==> src/rtl/leaf_replay_buffer.sv <==
// leaf_replay_buffer
//
// Sits between a leaf shell's packet output and the BFT pi switch port. In pass-through
// it forwards each packet with one cycle of latency and keeps a ring-buffer copy of the
// most recent valid packets. A rising edge on resend replays the stored packets
// oldest-first. A clear pulse from the leaf releases the stored packets.
//
// Ports:
//   clk          leaf network clock, rising edge
//   reset_n      synchronous active-low reset
//   din_pkt      packet from the leaf; din_pkt[PACKET_BITS-1] is the valid flag
//   resend       level replay request from the network controller
//   clear        one-cycle pulse that empties the buffer
//   dout_pkt     packet toward the BFT
//   replay_busy  high while replaying
//   occupancy    number of stored packets, 0..DEPTH
//   drop_cnt     saturating count of valid packets discarded while not in pass-through
module leaf_replay_buffer #(
   parameter int unsigned PACKET_BITS   = 49,
   parameter int unsigned NUM_ADDR_BITS = 4,
   parameter int unsigned DROP_CNT_BITS = 16
) (
   input  logic                     clk,
   input  logic                     reset_n,
   input  logic [PACKET_BITS-1:0]   din_pkt,
   input  logic                     resend,
   input  logic                     clear,
   output logic [PACKET_BITS-1:0]   dout_pkt,
   output logic                     replay_busy,
   output logic [NUM_ADDR_BITS:0]   occupancy,
   output logic [DROP_CNT_BITS-1:0] drop_cnt
);

   localparam int unsigned DEPTH = 1 << NUM_ADDR_BITS;
   localparam logic [NUM_ADDR_BITS:0] OCC_FULL = {1'b1, {NUM_ADDR_BITS{1'b0}}};

   localparam logic [1:0] ST_PASS   = 2'd0;
   localparam logic [1:0] ST_REPLAY = 2'd1;
   localparam logic [1:0] ST_HOLD   = 2'd2;

   logic [PACKET_BITS-1:0]   mem [DEPTH];

   logic [1:0]               state, state_d;
   logic                     resend_q;
   logic [NUM_ADDR_BITS-1:0] wr_ptr, wr_ptr_d;
   logic [NUM_ADDR_BITS-1:0] rd_ptr, rd_ptr_d;
   logic [NUM_ADDR_BITS:0]   remaining, remaining_d;
   logic [NUM_ADDR_BITS:0]   occupancy_d;
   logic [DROP_CNT_BITS-1:0] drop_cnt_d;
   logic [PACKET_BITS-1:0]   dout_pkt_d;
   logic                     mem_we;
   logic                     din_valid;
   logic                     rise;

   assign din_valid = din_pkt[PACKET_BITS-1];
   assign rise      = resend & ~resend_q;

   always_comb begin
      state_d     = state;
      wr_ptr_d    = wr_ptr;
      rd_ptr_d    = rd_ptr;
      remaining_d = remaining;
      occupancy_d = occupancy;
      drop_cnt_d  = drop_cnt;
      dout_pkt_d  = '0;
      mem_we      = 1'b0;

      case (state)
         ST_PASS: begin
            dout_pkt_d = din_valid ? din_pkt : '0;
            // clear beats a same-cycle store; the packet is still forwarded
            if (clear) begin
               occupancy_d = '0;
            end else if (din_valid) begin
               mem_we   = 1'b1;
               wr_ptr_d = wr_ptr + 1'b1;
               if (occupancy != OCC_FULL) begin
                  occupancy_d = occupancy + 1'b1;
               end
            end
            // Latch the replay window from post-store values so the packet stored in the
            // rise cycle is part of the replay. With a full buffer the subtraction wraps
            // to the oldest entry.
            if (rise) begin
               if (occupancy_d == '0) begin
                  state_d = ST_HOLD;
               end else begin
                  state_d     = ST_REPLAY;
                  rd_ptr_d    = wr_ptr_d - occupancy_d[NUM_ADDR_BITS-1:0];
                  remaining_d = occupancy_d;
               end
            end
         end
         ST_REPLAY: begin
            dout_pkt_d  = mem[rd_ptr];
            rd_ptr_d    = rd_ptr + 1'b1;
            remaining_d = remaining - 1'b1;
            if (remaining == {{NUM_ADDR_BITS{1'b0}}, 1'b1}) begin
               state_d = resend ? ST_HOLD : ST_PASS;
            end
         end
         ST_HOLD: begin
            if (!resend) begin
               state_d = ST_PASS;
            end
         end
         default: begin
            state_d = ST_PASS;
         end
      endcase

      // Outside pass-through the buffer is frozen except for clear, and inputs are dropped
      if (state != ST_PASS) begin
         if (clear) begin
            occupancy_d = '0;
         end
         if (din_valid && (drop_cnt != '1)) begin
            drop_cnt_d = drop_cnt + 1'b1;
         end
      end
   end

   always_ff @(posedge clk) begin
      if (!reset_n) begin
         state       <= ST_PASS;
         resend_q    <= 1'b0;
         wr_ptr      <= '0;
         rd_ptr      <= '0;
         remaining   <= '0;
         occupancy   <= '0;
         drop_cnt    <= '0;
         dout_pkt    <= '0;
         replay_busy <= 1'b0;
      end else begin
         state       <= state_d;
         resend_q    <= resend;
         wr_ptr      <= wr_ptr_d;
         rd_ptr      <= rd_ptr_d;
         remaining   <= remaining_d;
         occupancy   <= occupancy_d;
         drop_cnt    <= drop_cnt_d;
         dout_pkt    <= dout_pkt_d;
         replay_busy <= (state_d == ST_REPLAY);
      end
   end

   // Storage is not reset; contents only matter once occupancy covers them
   always_ff @(posedge clk) begin
      if (reset_n && mem_we) begin
         mem[wr_ptr] <= din_pkt;
      end
   end

endmodule

==> config.mk <==
export PLATFORM = sky130hd
export DESIGN_NAME = leaf_replay_buffer
export DESIGN_NICKNAME = d
export VERILOG_FILES = /design/src/rtl/leaf_replay_buffer.sv
export SDC_FILE = /design/constraint.sdc
export NUM_CORES = 1
export LEC_CHECK = 0
export ABC_CLOCK_PERIOD_IN_PS = 4900
export CELL_PAD_IN_SITES_DETAIL_PLACEMENT = 1
export CELL_PAD_IN_SITES_GLOBAL_PLACEMENT = 2
export CORE_MARGIN = 5
export CORE_UTILIZATION = 40
export CTS_CLUSTER_DIAMETER = 50
export DETAILED_ROUTE_END_ITERATION = 6
export HOLD_SLACK_MARGIN = 0.15
export PLACE_DENSITY_LB_ADDON = 0.1
export RECOVER_POWER = 50
export SETUP_SLACK_MARGIN = 0.1
export SYNTH_ARGS = -nofsm -noshare
export SYNTH_HDL_FRONTEND = slang
export SYNTH_SLANG_ARGS = --single-unit
==> constraint.sdc <==
create_clock -name clk -period 4.9 [get_ports clk]
set_input_delay 0.49 -clock clk [delete_from_list [all_inputs] [get_ports clk]]
set_output_delay 0.49 -clock clk [all_outputs]
set_load 0.005 [all_outputs]
==> impl_metrics.env <==
export IMPL_crit_arrival_ns=4.16
export IMPL_crit_buf_inv=2
export IMPL_path_clk_slew_ns=0.05
export IMPL_use_met1_pct=26.27
export IMPL_critPathMaxStageDelay_ns=0.94
export IMPL_grt_pass1_vias=17214
export IMPL_grt_max_degree=102
export IMPL_rrSetupSlack_ns=1.95
export IMPL_fin_skew_ns=0.02313
export IMPL_start_util_pct=40.46
export IMPL_ys_types=48
export IMPL_dieArea_um2=89060
export IMPL_synth_area_per_cell_um2=22.45
export IMPL_clk_latency_ns=0.65
export IMPL_path_class="input port to flop"
export IMPL_groute_usage_overall_pct=18.23
export IMPL_hp_start="reset_n"
export IMPL_die_y_um=298.4
export IMPL_dp_slack_ns=1.237
export IMPL_synthMostInstantiatedCell="edfxtp_1"
export IMPL_slew_viol_final=0
export IMPL_setup_viol=0
export IMPL_netlist_area_um2=33280
export IMPL_die_w_um=298.4
export IMPL_ios=124
export IMPL_critical_path_required_ns=5.42
export IMPL_synth_ff_latch_count=875
export IMPL_async_reset_ff_share_pct=0
export IMPL_worst_pin_slew_ns=1.186
export IMPL_yosys_most_used_dff="edfxtp_1"
export IMPL_antenna_found_initial=3
export IMPL_rsz0062_at_grt="false"
export IMPL_crit_slowest_cell="a41oi_1"
export IMPL_min_period_over_period_pct=74.26
export IMPL_ff2ff_path_depth=8
export IMPL_max_cap_viol_count=0
export IMPL_gp_congestion=0.7252
export IMPL_r2r_end="remaining[1]"
export IMPL_hold_buffers=0
export IMPL_hold_violations=0
export IMPL_final_layout_size_suffix_gt1_share_pct=27.96
export IMPL_post_cts_setup_buffers=0
export IMPL_crit_fanout=29
export IMPL_ctsHtreeMaxLevel=3
export IMPL_yosysTopAreaCell="edfxtp_1"
export IMPL_overflow=0
export IMPL_whs_endpoint="remaining[2]"
export IMPL_area_delta_synth_final_pct=19.79
export IMPL_dp_cells=2640
export IMPL_hp_class="input port to flop"
export IMPL_instances_no_fill=2845
export IMPL_tns_ns=0
export IMPL_status="finished, final reports clean"
export IMPL_syn_inst=1482
export IMPL_cts_tree="yes"
export IMPL_wl_per_cell_um=28.60
export IMPL_fin_ws_ns=1.261
export IMPL_maxSlewHeadroom_pct=20.96
export IMPL_yosysTopAreaCellShare_pct=70.74
export IMPL_clock_path_buffers=3
export IMPL_cts_sinks=875
export IMPL_ys_warn_count=0
export IMPL_netlist_top_cells_count="edfxtp_1 (784), mux4_2 (245), dfxtp_1 (91), clkbuf_1 (53), a32o_1 (48)"
export IMPL_route_detailed_drc=0
export IMPL_vdd_ir_drop_max_mv=0.2974
export IMPL_dp_hpwl_um=45690
export IMPL_ctsResizeCount=0
export IMPL_fp_coreArea_um2=82240
export IMPL_post_route_util_pct=48.47
export IMPL_num_nets_final=1747
export IMPL_cts_buffers=108
export IMPL_portBuffers=123
export IMPL_ant_nets=0
export IMPL_synth_edf_count=784
export IMPL_path_cells="dlygate4sd3_1 > clkbuf_1 > nand4_1 > nand4_1 > nand3b_1 > a41oi_1 > o221ai_1 > and3_1"
export IMPL_syn_nets=1549
export IMPL_synth_seq_area_share_pct=76.22
export IMPL_power_density_nw_per_um2=439.9
export IMPL_power_leakage_nw=12.52
export IMPL_wirelength_um=81370
export IMPL_cp_end_kind="flop"
export IMPL_grt_pass1_wl_um=120300
export IMPL_use_met2_pct=29.44
export IMPL_crit_path_frequent_cell="nand4_1"
export IMPL_fmax_ghz=0.2748
export IMPL_drtPass1Iterations=4
export IMPL_grt_use_met3_pct=3.027
export IMPL_via_count=15928
export IMPL_grt_most_used_layer="met2"
export IMPL_initialDrtViolationCount=1130
export IMPL_final_min_clock_period_ns=3.639
export IMPL_finalPower_mw=17.53
export IMPL_critPathLaunchType="input port"
export IMPL_synth_top_cells_by_area="edfxtp_1 (71%), mux4_2 (17%), dfxtp_1 (5.5%), a32o_1 (1.4%), clkbuf_1 (0.60%)"
export IMPL_vias_per_cell=5.599
export IMPL_cp_top_family="buffers and inverters"
export IMPL_cts_root_buf="clkbuf_16"
export IMPL_num_rows=105
export IMPL_rr_startpoint="occupancy[0]"
export IMPL_worstHoldPathCells=2
==> where the power goes <==
group / leakage [nW] / internal, mW / switching [mW]
Combinational: 2.91 / 0.539 / 0.569
Clock: 1.81 / 5.02 / 3.13
Sequential: 7.80 / 8.20 / 0.0797
==> registers in the layout, summed over array words and instances (netlist names), named ones only <==
name         count
mem            784
remaining        5
rd_ptr           4
dout_pkt        49
state            2
resend_q         1
occupancy        5
wr_ptr           4
replay_busy      1
drop_cnt        16
==> layer usage <==
| metal | part of all wire [%] | up-vias | wire length [µm] |
|---|---|---|---|
| met4 | 1.8 | 2 | 1427 |
| met2 | 48 | 395 | 39330 |
| met5 | 0.0086 | - | 7 |
| met1 | 45 | 8735 | 36860 |
| li1 | - | 6702 | - |
| met3 | 4.6 | 94 | 3738 |
==> worst max path at each step <==
| stage | start | end | cells after the start |
|---|---|---|---|
| floorplan | din_pkt[48] | mem[12][0] | 5 |
| global placement | clear | mem[9][7] | 6 |
| detailed placement | clear | mem[9][37] | 6 |
| CTS | clear | mem[9][3] | 6 |
| global route | din_pkt[48] | flop | 8 |
| finish | din_pkt[48] | remaining[1] | 8 |
==> cells in the final DEF, fill, tap and decap left out, types with 13 or more instances in the layout <==
| cell | n |
|---|---|
| clkbuf_16 | 109 |
| buf_12 | 14 |
| bufinv_16 | 15 |
| clkinv_1 | 14 |
| buf_4 | 36 |
| ha_1 | 13 |
| xnor2_1 | 22 |
| mux4_2 | 245 |
| clkinv_2 | 14 |
| a32o_1 | 48 |
| nor2_1 | 15 |
| dfxtp_1 | 87 |
| dlygate4sd3_1 | 112 |
| edfxtp_1 | 784 |
| clkbuf_1 | 15 |
| nand2_1 | 25 |
==> final cells by class <==
| type | instances | area (µm²) |
|---|---|---|
| Fill cell | 7290 | 42380 |
| Tap cell | 1070 | 1339 |
| Clock inverter | 73 | 840.8 |
| Inverter | 11 | 41.29 |
| Clock buffer | 131 | 2890 |
| Multi-Input combinational cell | 511 | 7595 |
| Antenna cell | 1 | 2.502 |
| Sequential cell | 875 | 25380 |
| Timing Repair Buffer | 173 | 1775 |
==> kinds of logic after synthesis <==
group | after synthesis | share of synthesized area (%)
multiplexers | 248 | 16.67
AND/OR/NAND/NOR | 137 | 2.215
XOR/XNOR | 31 | 0.8159
buffers and inverters | 96 | 1.391
flip-flops | 875 | 76.22
adder cells (fa/ha/maj) | 14 | 0.5489
AO/OA/AOI/OAI | 81 | 2.139
==> metrics by stage <==
step,instance area (µm²),hold WS [ns]
finish,39860,0.4436
global route,39860,0.4307
CTS,39860,0.3908
detailed placement,36130,0.5481
global placement,36130,0.5267
floorplan,33300,0.5008
(Power assumes the default switching activity.)
